==> src/rtl/reset_request_source.sv <==
`default_nettype none
// ============================================================================
//  Module   : reset_request_source
//  Purpose  : Merges push-button, watchdog and software reset triggers into
//             one clean, fixed-width, clock-synchronous reset request pulse.
//             It also records the cause of the last accepted trigger. The
//             block lives in the always-on power-on domain.
//  Options  : RESET_REQUEST_WATCHDOG_EN - build the watchdog counter/trigger.
//             When this is undefined, wdt_enable/wdt_kick are ignored.
//  Revision : 1.0 - initial release
// ============================================================================
module reset_request_source #(
  parameter int DEBOUNCE_CYCLES = 1000,
  parameter int WATCHDOG_CYCLES = 1000000,
  parameter int PULSE_CYCLES    = 4,
  parameter int HOLDOFF_CYCLES  = 16
) (
  input  logic       clk,
  input  logic       reset_in,
  input  logic       button_in,
  input  logic       sw_req,
  input  logic       wdt_enable,
  input  logic       wdt_kick,
  output logic       reset_req,
  output logic [1:0] cause,
  output logic       busy
);

  // Debounce counter must be able to hold DEBOUNCE_CYCLES itself.
  localparam int DB_W = $clog2(DEBOUNCE_CYCLES + 1);
  localparam logic [DB_W-1:0] DB_LIMIT = DB_W'(DEBOUNCE_CYCLES);

  // PULSE and HOLDOFF never overlap, so a single phase counter serves both.
  localparam int PH_MAX = (PULSE_CYCLES > HOLDOFF_CYCLES) ? PULSE_CYCLES : HOLDOFF_CYCLES;
  localparam int PH_W   = $clog2(PH_MAX + 1);
  localparam logic [PH_W-1:0] PULSE_LOAD = PH_W'(PULSE_CYCLES - 1);
  localparam logic [PH_W-1:0] HOLD_LOAD  = PH_W'(HOLDOFF_CYCLES - 1);

  localparam logic [1:0] ST_IDLE    = 2'd0;
  localparam logic [1:0] ST_PULSE   = 2'd1;
  localparam logic [1:0] ST_HOLDOFF = 2'd2;

  localparam logic [1:0] CAUSE_POR    = 2'b00;
  localparam logic [1:0] CAUSE_BUTTON = 2'b01;
  localparam logic [1:0] CAUSE_WDT    = 2'b10;
  localparam logic [1:0] CAUSE_SW     = 2'b11;

  logic [1:0]      state;
  logic [1:0]      next_state;
  logic [PH_W-1:0] phase_cnt;
  logic [PH_W-1:0] next_cnt;
  logic [1:0]      next_cause;
  logic            req_d;
  logic            busy_d;

  logic            btn_meta;
  logic            btn_sync;
  logic [DB_W-1:0] db_cnt;
  logic            db_level;
  logic            db_level_q;

  logic            btn_trig;
  logic            wdt_trig;
  logic            sw_trig;

  // ---------------------------------------------------------------------------
  // Button path
  // ---------------------------------------------------------------------------

  // Two-flop synchronizer for the raw, asynchronous button.
  always_ff @(posedge clk or posedge reset_in) begin
    if (reset_in) begin
      btn_meta <= 1'b0;
      btn_sync <= 1'b0;
    end else begin
      btn_meta <= button_in;
      btn_sync <= btn_meta;
    end
  end

  // Debouncer: flip the level only after a full run of disagreeing clocks.
  always_ff @(posedge clk or posedge reset_in) begin
    if (reset_in) begin
      db_cnt     <= '0;
      db_level   <= 1'b0;
      db_level_q <= 1'b0;
    end else begin
      db_level_q <= db_level;
      if (btn_sync == db_level) begin
        db_cnt <= '0;
      end else if (db_cnt == DB_LIMIT) begin
        db_level <= ~db_level;
        db_cnt   <= '0;
      end else begin
        db_cnt <= db_cnt + DB_W'(1);
      end
    end
  end

  // A press is only the rising edge; holding the button cannot retrigger.
  assign btn_trig = db_level & ~db_level_q;

  // ---------------------------------------------------------------------------
  // Watchdog
  // ---------------------------------------------------------------------------
`ifdef RESET_REQUEST_WATCHDOG_EN
  localparam int WD_W = $clog2(WATCHDOG_CYCLES + 1);
  localparam logic [WD_W-1:0] WD_LOAD = WD_W'(WATCHDOG_CYCLES - 1);

  logic [WD_W-1:0] wd_cnt;

  // Reload when disabled, kicked or busy; otherwise count down and park at 0.
  always_ff @(posedge clk or posedge reset_in) begin
    if (reset_in) begin
      wd_cnt <= WD_LOAD;
    end else if (!wdt_enable || (state != ST_IDLE) || wdt_kick) begin
      wd_cnt <= WD_LOAD;
    end else if (wd_cnt != '0) begin
      wd_cnt <= wd_cnt - WD_W'(1);
    end
  end

  assign wdt_trig = (state == ST_IDLE) && (wd_cnt == '0);
`else
  logic unused_wdt_inputs;
  assign unused_wdt_inputs = wdt_enable | wdt_kick;
  assign wdt_trig          = 1'b0;
`endif

  // Software request is level-sampled and only honoured in IDLE.
  assign sw_trig = sw_req && (state == ST_IDLE);

  // ---------------------------------------------------------------------------
  // Request FSM
  // ---------------------------------------------------------------------------

  // State, phase counter, cause and registered outputs.
  always_ff @(posedge clk or posedge reset_in) begin
    if (reset_in) begin
      state     <= ST_IDLE;
      phase_cnt <= '0;
      cause     <= CAUSE_POR;
      reset_req <= 1'b0;
      busy      <= 1'b0;
    end else begin
      state     <= next_state;
      phase_cnt <= next_cnt;
      cause     <= next_cause;
      reset_req <= req_d;
      busy      <= busy_d;
    end
  end

  // Next-state logic: accept one trigger in IDLE, then time PULSE and HOLDOFF.
  always_comb begin
    next_state = state;
    next_cnt   = phase_cnt;
    next_cause = cause;
    case (state)
      ST_IDLE: begin
        if (btn_trig || wdt_trig || sw_trig) begin
          next_state = ST_PULSE;
          next_cnt   = PULSE_LOAD;
          if (btn_trig) begin
            next_cause = CAUSE_BUTTON;
          end else if (wdt_trig) begin
            next_cause = CAUSE_WDT;
          end else begin
            next_cause = CAUSE_SW;
          end
        end
      end
      ST_PULSE: begin
        if (phase_cnt == '0) begin
          next_state = ST_HOLDOFF;
          next_cnt   = HOLD_LOAD;
        end else begin
          next_cnt = phase_cnt - PH_W'(1);
        end
      end
      ST_HOLDOFF: begin
        if (phase_cnt == '0) begin
          next_state = ST_IDLE;
        end else begin
          next_cnt = phase_cnt - PH_W'(1);
        end
      end
      default: begin
        next_state = ST_IDLE;
        next_cnt   = '0;
      end
    endcase
  end

  // Outputs decoded from the next state so the flops line up with the state.
  always_comb begin
    req_d  = (next_state == ST_PULSE);
    busy_d = (next_state == ST_PULSE) || (next_state == ST_HOLDOFF);
  end

endmodule
`default_nettype wire

==> config.mk <==
export PLATFORM = sky130hd
export DESIGN_NAME = reset_request_source
export DESIGN_NICKNAME = d
export VERILOG_FILES = /design/src/rtl/reset_request_source.sv
export SDC_FILE = /design/constraint.sdc
export NUM_CORES = 1
export LEC_CHECK = 0
export ABC_AREA = 1
export CAP_MARGIN = 20
export CORE_UTILIZATION = 48
export CTS_CLUSTER_DIAMETER = 30
export DETAILED_ROUTE_END_ITERATION = 8
export PLACE_DENSITY = 0.75
export SLEW_MARGIN = 40
export SYNTH_ARGS = -nofsm -noshare
export SYNTH_HDL_FRONTEND = slang
export SYNTH_SLANG_ARGS = --single-unit
==> constraint.sdc <==
create_clock -name clk -period 2.22 [get_ports clk]
set_input_delay 0.666 -clock clk [delete_from_list [all_inputs] [get_ports clk]]
set_output_delay 0.666 -clock clk [all_outputs]
set_load 0.05 [all_outputs]
==> results of run 1 <==
## sequential cells by signal (all words and copies together) (netlist names)
signal and flops:
db_cnt 10, btn_meta 1, phase_cnt 5, state 2
cause 2, reset_req 1, btn_sync 1, db_level_q 1
db_level 1, busy 1
## power groups by stage
stage | logic (mW) | registers (mW) | clock network, mW
3_3_place_gp | 0.604 | 0.607 | 0
2_1_floorplan | 0.384 | 0.698 | 0
6_report | 0.610 | 0.601 | 0.193
3_5_place_dp | 0.613 | 0.611 | 0
4_1_cts | 0.618 | 0.602 | 0.204
5_1_grt | 0.695 | 0.611 | 0.214
## kinds of logic (layout without fill, tap and decap cells)
family                     after synthesis  count (layout)  synth area share (%)
and+or+nand+nor                         83              83                  30.4
buffers and inverters                   23              35                  6.78
adders and majority gates                4               4                  3.93
AOI/OAI and AO/OA                       11              11                  5.80
xor gates and xnor gates                 5               5                  4.03
DFF                                     25              25                  49.1
## per-stage QoR
stage / power (mW) / instances
6_report: 1.40 / 193
3_3_place_gp: 1.21 / 189
5_1_grt: 1.52 / 193
2_1_floorplan: 1.08 / 151
4_1_cts: 1.42 / 193
3_5_place_dp: 1.22 / 189
## worst max-delay path by stage
stage / from / to / slack, ns / cells past startpoint
2_1_floorplan: sw_req / busy / 0.79 / 4
3_3_place_gp: sw_req / busy / 0.28 / 5
3_5_place_dp: sw_req / busy / 0.23 / 5
4_1_cts: cause[0] / cause[0] / 0.05 / 1
5_1_grt: cause[1] / cause[1] / 0.02 / 1
6_report: cause[0] / cause[0] / 0.07 / 1
## placed cells by master, fill, tap and decap left out, drive strengths merged
master,instances
inv,23
nand2,43
o21a,1
nor3b,1
clkdlybuf4s50,7
nor3,1
or2,1
xor2,3
nand4,3
buf,1
o21ai,4
nand3,10
xnor2,2
a21oi,3
o21bai,2
clkbuf,4
o22ai,1
ha,4
nor2,24
dfrtp,25
## area by class of cell
type                            count  area [um2]
Clock buffer                        4        26.3
Multi-Input combinational cell    103         562
Timing Repair Buffer                8        77.6
Sequential cell                    25         626
Tap cell                           30        37.5
Inverter                           23        86.3
Fill cell                         223        1080
## per-layer routing
layer	vias to the layer above	wire [um]	GRT usage (%)
li1	489	-	-
met1	435	1030	25.0
met2	15	921	26.7
met3	4	52	1.72
met4	0	40	8.77
met5	-	0	0
==> out/results.txt, run 1 <==
Worst EP required -> 1.55 ns
worst r2r src -> phase_cnt[0]
CP top delay family -> buffers and inverters
CTS Buf Count -> 3
Initial Util -> 51.0%
final worst slack -> 0.0697 ns
CTS H-tree depth -> 1
Yosys cell types -> 25
Die Y -> 53.5 um
placed inst area -> 0.00139 mm2
final design area excluding fillers -> 0.00142 mm2
drt pass-1 iters -> 4
post-route ant nets -> 0
hold worst-path end -> btn_sync
Final Slew Violations -> 0
Clock Tree Root -> clkbuf_4
Synth top area share -> 49.1%
Critical Path Source Type -> register
crit path DAT -> 1.48 ns
Max VDD drop -> 779 uV
vias in the first global route -> 870
power density over the cells -> 992 mW/mm2
layout cells sized above 1 -> 12.9%
Max-slew headroom -> 66.2%
largest net degree at the start of global routing -> 26
drt wl/cell -> 10.6 um
CP Class -> reg -> out
Sw Pwr -> 567 uW
fin util -> 56.6%
slowest CP cell -> clkdlybuf4s50_1
Vias/cell -> 4.89
Hold Slack -> 0.363 ns
Commonest cells post-synth -> nand2_1, dfrtp_1, inv_1
Maximum Capacitance Violations -> 0
Fin. Hold Viols -> 0
Core Area -> 0.00250 mm2
Post-Syn Area -> 0.00127 mm2
Worst Hold Class -> reg -> reg
WP buf/inv -> 1
leading cell types by total area after synthesis -> dfrtp_1, nand2_1, inv_1
hpwl dp -> 1540 um
Post-synth top flop -> dfrtp_1
Final Cycle Share -> 96.9%
crit-path max FO -> 2
hold_buf cts -> 0
Hold Crit Depth -> 0
yosys warns -> 0
Period minus WS final -> 2.15 ns
Clock Skew -> 0.00548 ns
status -> complete, no violations
slowest stage delay, CP -> 0.80 ns
RSZ-0062 raised after global routing -> no
register area share after synthesis -> 49.1%
via count -> 943
dpl ws -> 0.228 ns
# nets final -> 174
Sw Ratio -> 40.4%
DRC viols -> 0
Synth Register Bits -> 25
area added between synthesis and finish -> 11.1%
syn_nets -> 161
leading area contributor after synthesis -> dfrtp_1
internal power -> 838 uW
Post-synth EDFFs -> 0
CTS Buffer Depth -> 2
num rows -> 18
syn avg cell area -> 8.44 um2
antenna violations before repair -> 0
setup slack, reg-to-reg -> 0.64 ns
final WL -> 2050 um
# diodes -> 0
Leak Pwr -> 0.705 nW
Worst setup EP type -> output port
clk slew on worst S/H paths -> 0.13 ns
die width -> 53.5 um
CTS Sinks -> 25
Die Footprint -> 0.00286 mm2
CTS tree -> yes
clock power share -> 13.7%
GRT Resource Usage Total -> 17.6%
Post-Syn Instances -> 151
Seq pwr share -> 42.8%
initial DRC count -> 12
first-pass GRT wire length -> 3580 um
gp weighted congestion -> 0.867
combinational fraction of design power -> 43.5%
Setup Buffers After CTS -> 0
worst-path cell chain -> clkdlybuf4s50_1
Max Clk Rate -> 465 MHz
Total Neg Setup Slack -> 0 ns
Worst-Skew Late Latency -> 0.31 ns
Async SR Flop Fraction -> 100%
number of buffers added on ports -> 7
reg2reg end -> busy
count leader, synth -> nand2_1
final setup vio count -> 0
reg2reg path depth -> 7
io pins -> 10
HP Start -> btn_meta
Worst Tran Pin Value -> 0.505 ns
GRT overflow -> 0
Gates resized, CTS repair -> 0
No activity file was read; power rests on OpenSTA's default activity.
==> run 2: changes to the inputs <==
- CAP_MARGIN: 20 -> unset
- PLACE_DENSITY: 0.75 -> 0.79
==> run 2 against run 1 <==
  * Design area hardly changed
  * Sequential share of layout area about the same
  * Final cell count unchanged
  * Fmax decreased by 1.2%
  * Clock skew shrank 0.0023 ns
  * Non-clock buffer count stayed put
  * Die area stayed put
  * Critical path type unchanged
==> out/results.txt, run 2 (synthesis gave the netlist of run 1 again) <==
status -> complete, no violations
layout cells sized above 1 -> 13.5%
Clock Tree Root -> clkbuf_4
Max-slew headroom -> 66.6%
clk slew on worst S/H paths -> 0.14 ns
Critical Path Source Type -> register
Leak Pwr -> 0.708 nW
Hold Slack -> 0.364 ns
Final Slew Violations -> 0
dpl ws -> 0.231 ns
CP top delay family -> buffers and inverters
vias in the first global route -> 912
number of buffers added on ports -> 7
hold worst-path end -> btn_sync
Setup Buffers After CTS -> 0
Vias/cell -> 4.94
final design area excluding fillers -> 0.00142 mm2
footprint of the multi-input gates -> 562 um2
Hold Crit Depth -> 0
Regs by FF count -> db_cnt x10, phase_cnt x5
# diodes -> 0
reg2reg end -> busy
WP buf/inv -> 1
drt wl/cell -> 11.1 um
Total Neg Setup Slack -> 0 ns
Reg area -> 626 um2
Clock Skew -> 0.00315 ns
crit-path max FO -> 2
most common cell after layout, fill and taps aside -> nand2_1
Worst Hold Class -> reg -> reg
Max Clk Rate -> 459 MHz
CP Class -> reg -> out
fillcell total -> 215
Max VDD drop -> 1270 uV
Maximum Capacitance Violations -> 0
area added between synthesis and finish -> 11.2%
placed cell count -> 189
first-pass GRT wire length -> 3670 um
largest net degree at the start of global routing -> 26
Core Area -> 0.00250 mm2
reg2reg path depth -> 7
CTS H-tree depth -> 1
final setup vio count -> 0
final WL -> 2150 um
CTS Buf Count -> 3
Die Y -> 53.5 um
commonest cells after routing, fill and taps aside -> nand2_1, dfrtp_1, inv_1, nor2_1, nand3_1
crit path DAT -> 1.51 ns
Die Footprint -> 0.00286 mm2
Final Power -> 1.43 mW
final worst slack -> 0.0437 ns
io pins -> 10
# nets final -> 174
initial DRC count -> 16
GRT overflow -> 0
placed inst area -> 0.00139 mm2
fin util -> 56.7%
Initial Util -> 51.0%
slowest stage delay, CP -> 0.81 ns
CTS tree -> yes
Cell Count, Final, Fillers Out -> 193
Fin. Hold Viols -> 0
GRT Resource Usage Total -> 18.0%
DRC viols -> 0
Worst EP required -> 1.55 ns
largest register by flop count -> db_cnt
setup slack, reg-to-reg -> 0.61 ns
Worst-Skew Late Latency -> 0.32 ns
via count -> 954
power density over the cells -> 1010 mW/mm2
CTS Sinks -> 25
worst-path cell chain -> clkdlybuf4s50_1
hold_buf cts -> 0
max reg flops -> 10
antenna violations before repair -> 0
Worst setup EP type -> output port
num rows -> 18
post-route ant nets -> 0
slowest CP cell -> clkdlybuf4s50_1
logic depth of the worst path, buffers included -> 1
Worst Tran Pin Value -> 0.500 ns
gp weighted congestion -> 0.863
RSZ-0062 raised after global routing -> no
worst r2r src -> phase_cnt[0]
drt pass-1 iters -> 4
CTS Buffer Depth -> 2
die width -> 53.5 um
Period minus WS final -> 2.18 ns
HP Start -> btn_meta
hpwl dp -> 1490 um
Gates resized, CTS repair -> 0
Final Cycle Share -> 98.0%
-- run 2: cell types whose count changed in the layout (fill, tap and decap cells not counted) --
| cell | previous run | this run |
|---|---|---|
| clkbuf_1 | 1 | 0 |
| clkinv_2 | 0 | 1 |
-- run 2: final cells by class --
class,instances,share of cell area [%]
sequential,25,44.2
timing repair buffer,8,5.48
tap,30,2.65
inverter,23,6.10
multi-input combinational,103,39.7
clock buffer,3,1.59
clock inverter,1,0.353
-- run 2: worst max path at each step --
stage	slack, ns	from	end
after floorplan	0.79	sw_req	busy
after detailed placement	0.23	sw_req	busy
after global routing	0.007	cause[1]	cause[1]
after CTS	0.03	cause[1]	cause[1]
after global placement	0.25	sw_req	busy
final	0.04	cause[1]	cause[1]
-- run 2: layer usage --
layer / track usage (%) / routed length [um] / vias up
met5: 0 / 0 / -
met4: 10.1 / 33 / 0
met3: 1.72 / 69 / 4
met2: 27.5 / 979 / 22
met1: 24.8 / 1070 / 438
li1: - / - / 490
-- run 2: power breakdown --
part | internal [mW] | switching (mW)
Sequential | 0.542 | 0.0621
Clock | 0.0677 | 0.141
Combinational | 0.225 | 0.389
==> run 3: changes to the inputs <==
- ABC_AREA: 1 -> unset
==> run 3 against run 2 <==
  * Area after synthesis down 4.1%
  * Fmax is 0.50% higher
  * Via count fell by 12%
  * Sequential power up 5.0%
  * Design area is 6.2% lower
  * Worst setup slack better by 0.011 ns
  * Global-route usage decreased by 0.075 points
  * Wire length shrank 5.2%
  * First-iteration DRC count is 63% lower
  * Critical path type unchanged
  * Critical endpoint unchanged
  * Largest cell class unchanged
==> out/results.txt, run 3 <==
Synth top area share -> 51.2%
Die Footprint -> 0.00275 mm2
first-pass GRT wire length -> 3530 um
CTS H-tree depth -> 1
final setup vio count -> 0
Die Y -> 52.4 um
antenna violations before repair -> 0
Final Cycle Share -> 97.5%
Total Neg Setup Slack -> 0 ns
Clock Skew -> 0.000800 ns
largest net degree at the start of global routing -> 26
drt wl/cell -> 13.2 um
Post-Syn Instances -> 117
leading area contributor after synthesis -> dfrtp_1
CTS Sinks -> 25
Worst Tran Pin Value -> 0.522 ns
crit-path max FO -> 2
WP buf/inv -> 1
# nets final -> 137
final worst slack -> 0.0545 ns
Max Clk Rate -> 462 MHz
Clock Tree Root -> clkbuf_4
Period minus WS final -> 2.17 ns
hold_buf cts -> 0
CP top delay family -> buffers and inverters
Setup Buffers After CTS -> 0
Leak Pwr -> 0.573 nW
GRT overflow -> 0
Gates resized, CTS repair -> 0
die width -> 52.4 um
syn_nets -> 127
initial DRC count -> 6
placed cell count -> 150
commonest cells after routing, fill and taps aside -> dfrtp_1, nor2_1, inv_1, clkdlybuf4s50_1
gp weighted congestion -> 0.841
Maximum Capacitance Violations -> 0
syn avg cell area -> 10.4 um2
GRT Resource Usage Total -> 17.9%
leading cell types by total area after synthesis -> dfrtp_1, ha_1, nor2_1
Regs by FF count -> db_cnt x10, phase_cnt x5
largest register by flop count -> db_cnt
Fin. Hold Viols -> 0
Vias/cell -> 5.44
Async SR Flop Fraction -> 100%
CTS tree -> yes
status -> complete, no violations
io pins -> 10
DRC viols -> 0
Cell Count, Final, Fillers Out -> 154
Max-slew headroom -> 64.9%
register area share after synthesis -> 51.2%
CTS Buf Count -> 3
CTS Buffer Depth -> 2
Worst EP required -> 1.55 ns
Post-synth EDFFs -> 0
layout cells sized above 1 -> 7.94%
drt pass-1 iters -> 3
Synth Register Bits -> 25
Worst setup EP type -> output port
Post-Syn Area -> 0.00122 mm2
Commonest cells post-synth -> dfrtp_1, nor2_1, inv_1
vias in the first global route -> 845
slowest stage delay, CP -> 0.80 ns
fillcell total -> 194
Post-synth top flop -> dfrtp_1
dpl ws -> 0.155 ns
number of buffers added on ports -> 7
RSZ-0062 raised after global routing -> no
final WL -> 2040 um
power density over the cells -> 979 mW/mm2
clk slew on worst S/H paths -> 0.13 ns
CP Class -> reg -> out
Yosys cell types -> 35
Worst-Skew Late Latency -> 0.31 ns
Final Power -> 1.30 mW
Final Slew Violations -> 0
via count -> 837
Critical Path Source Type -> register
max reg flops -> 10
hpwl dp -> 1520 um
worst-path cell chain -> clkdlybuf4s50_1
area added between synthesis and finish -> 8.81%
slowest CP cell -> clkdlybuf4s50_1
Max VDD drop -> 636 uV
Worst Hold Class -> reg -> reg
count leader, synth -> dfrtp_1
crit path DAT -> 1.50 ns
Initial Util -> 53.2%
most common cell after layout, fill and taps aside -> dfrtp_1
num rows -> 17
Core Area -> 0.00230 mm2
# diodes -> 0
post-route ant nets -> 0
yosys warns -> 0
-- run 3: worst paths after layout --
check | startpoint | to | slack, ns | depth (start not counted)
worst min register to register | btn_meta | btn_sync | 0.37 | 0
worst min-delay path | btn_meta | btn_sync | 0.37 | 0
min in group asynchronous | reset_in | db_cnt[5] | 0.69 | 3
worst max-delay path | cause[1] | cause[1] | 0.05 | 1
worst max register to register | phase_cnt[0] | busy | 0.46 | 7
max in group asynchronous | reset_in | db_level_q | 1.29 | 3
-- run 3: layout make-up --
cell class | count | area (um2) | area share (%)
well taps | 28 | 35.0 | 2.64
flip-flops and latches | 25 | 626 | 47.1
clock buffers | 4 | 26.3 | 1.98
inverters | 11 | 41.3 | 3.11
repair buffers | 8 | 77.6 | 5.84
multi-input cells | 78 | 523 | 39.4
-- run 3: stage by stage --
stage	utilization, %	hold WS [ns]	cell area [um2]
after floorplan	-	0.331	1220
after global placement	56.7	0.337	1300
after detailed placement	56.7	0.339	1300
after CTS	57.8	0.370	1330
after global routing	57.8	0.383	1330
final	57.8	0.367	1330
-- run 3: report_power, final --
| group | switching, mW | internal, mW | total, mW |
|---|---|---|---|
| Sequential | 0.101 | 0.533 | 0.634 |
| Clock | 0.130 | 0.0701 | 0.201 |
| Combinational | 0.254 | 0.213 | 0.467 |
-- run 3: logic make-up (layout without fill, tap and decap cells) --
kind of cell | after synthesis | after routing | synth area share (%)
buffers and inverters | 14 | 23 | 5.94
AOI/OAI and AO/OA | 23 | 23 | 13.0
DFF | 25 | 25 | 51.2
adders and majority gates | 4 | 4 | 4.10
muxes | 1 | 1 | 0.922
and+or+nand+nor | 42 | 42 | 19.1
xor gates and xnor gates | 8 | 8 | 5.74
-- run 3: per-layer routing --
| layer | global-route usage, % | share of wire (%) | vias up |
|---|---|---|---|
| met1 | 21.6 | 47 | 402 |
| met3 | 3.48 | 1.9 | 4 |
| met5 | 0 | 0 | - |
| met2 | 30.2 | 50 | 8 |
| met4 | 8.77 | 1.3 | 0 |
| li1 | - | - | 423 |
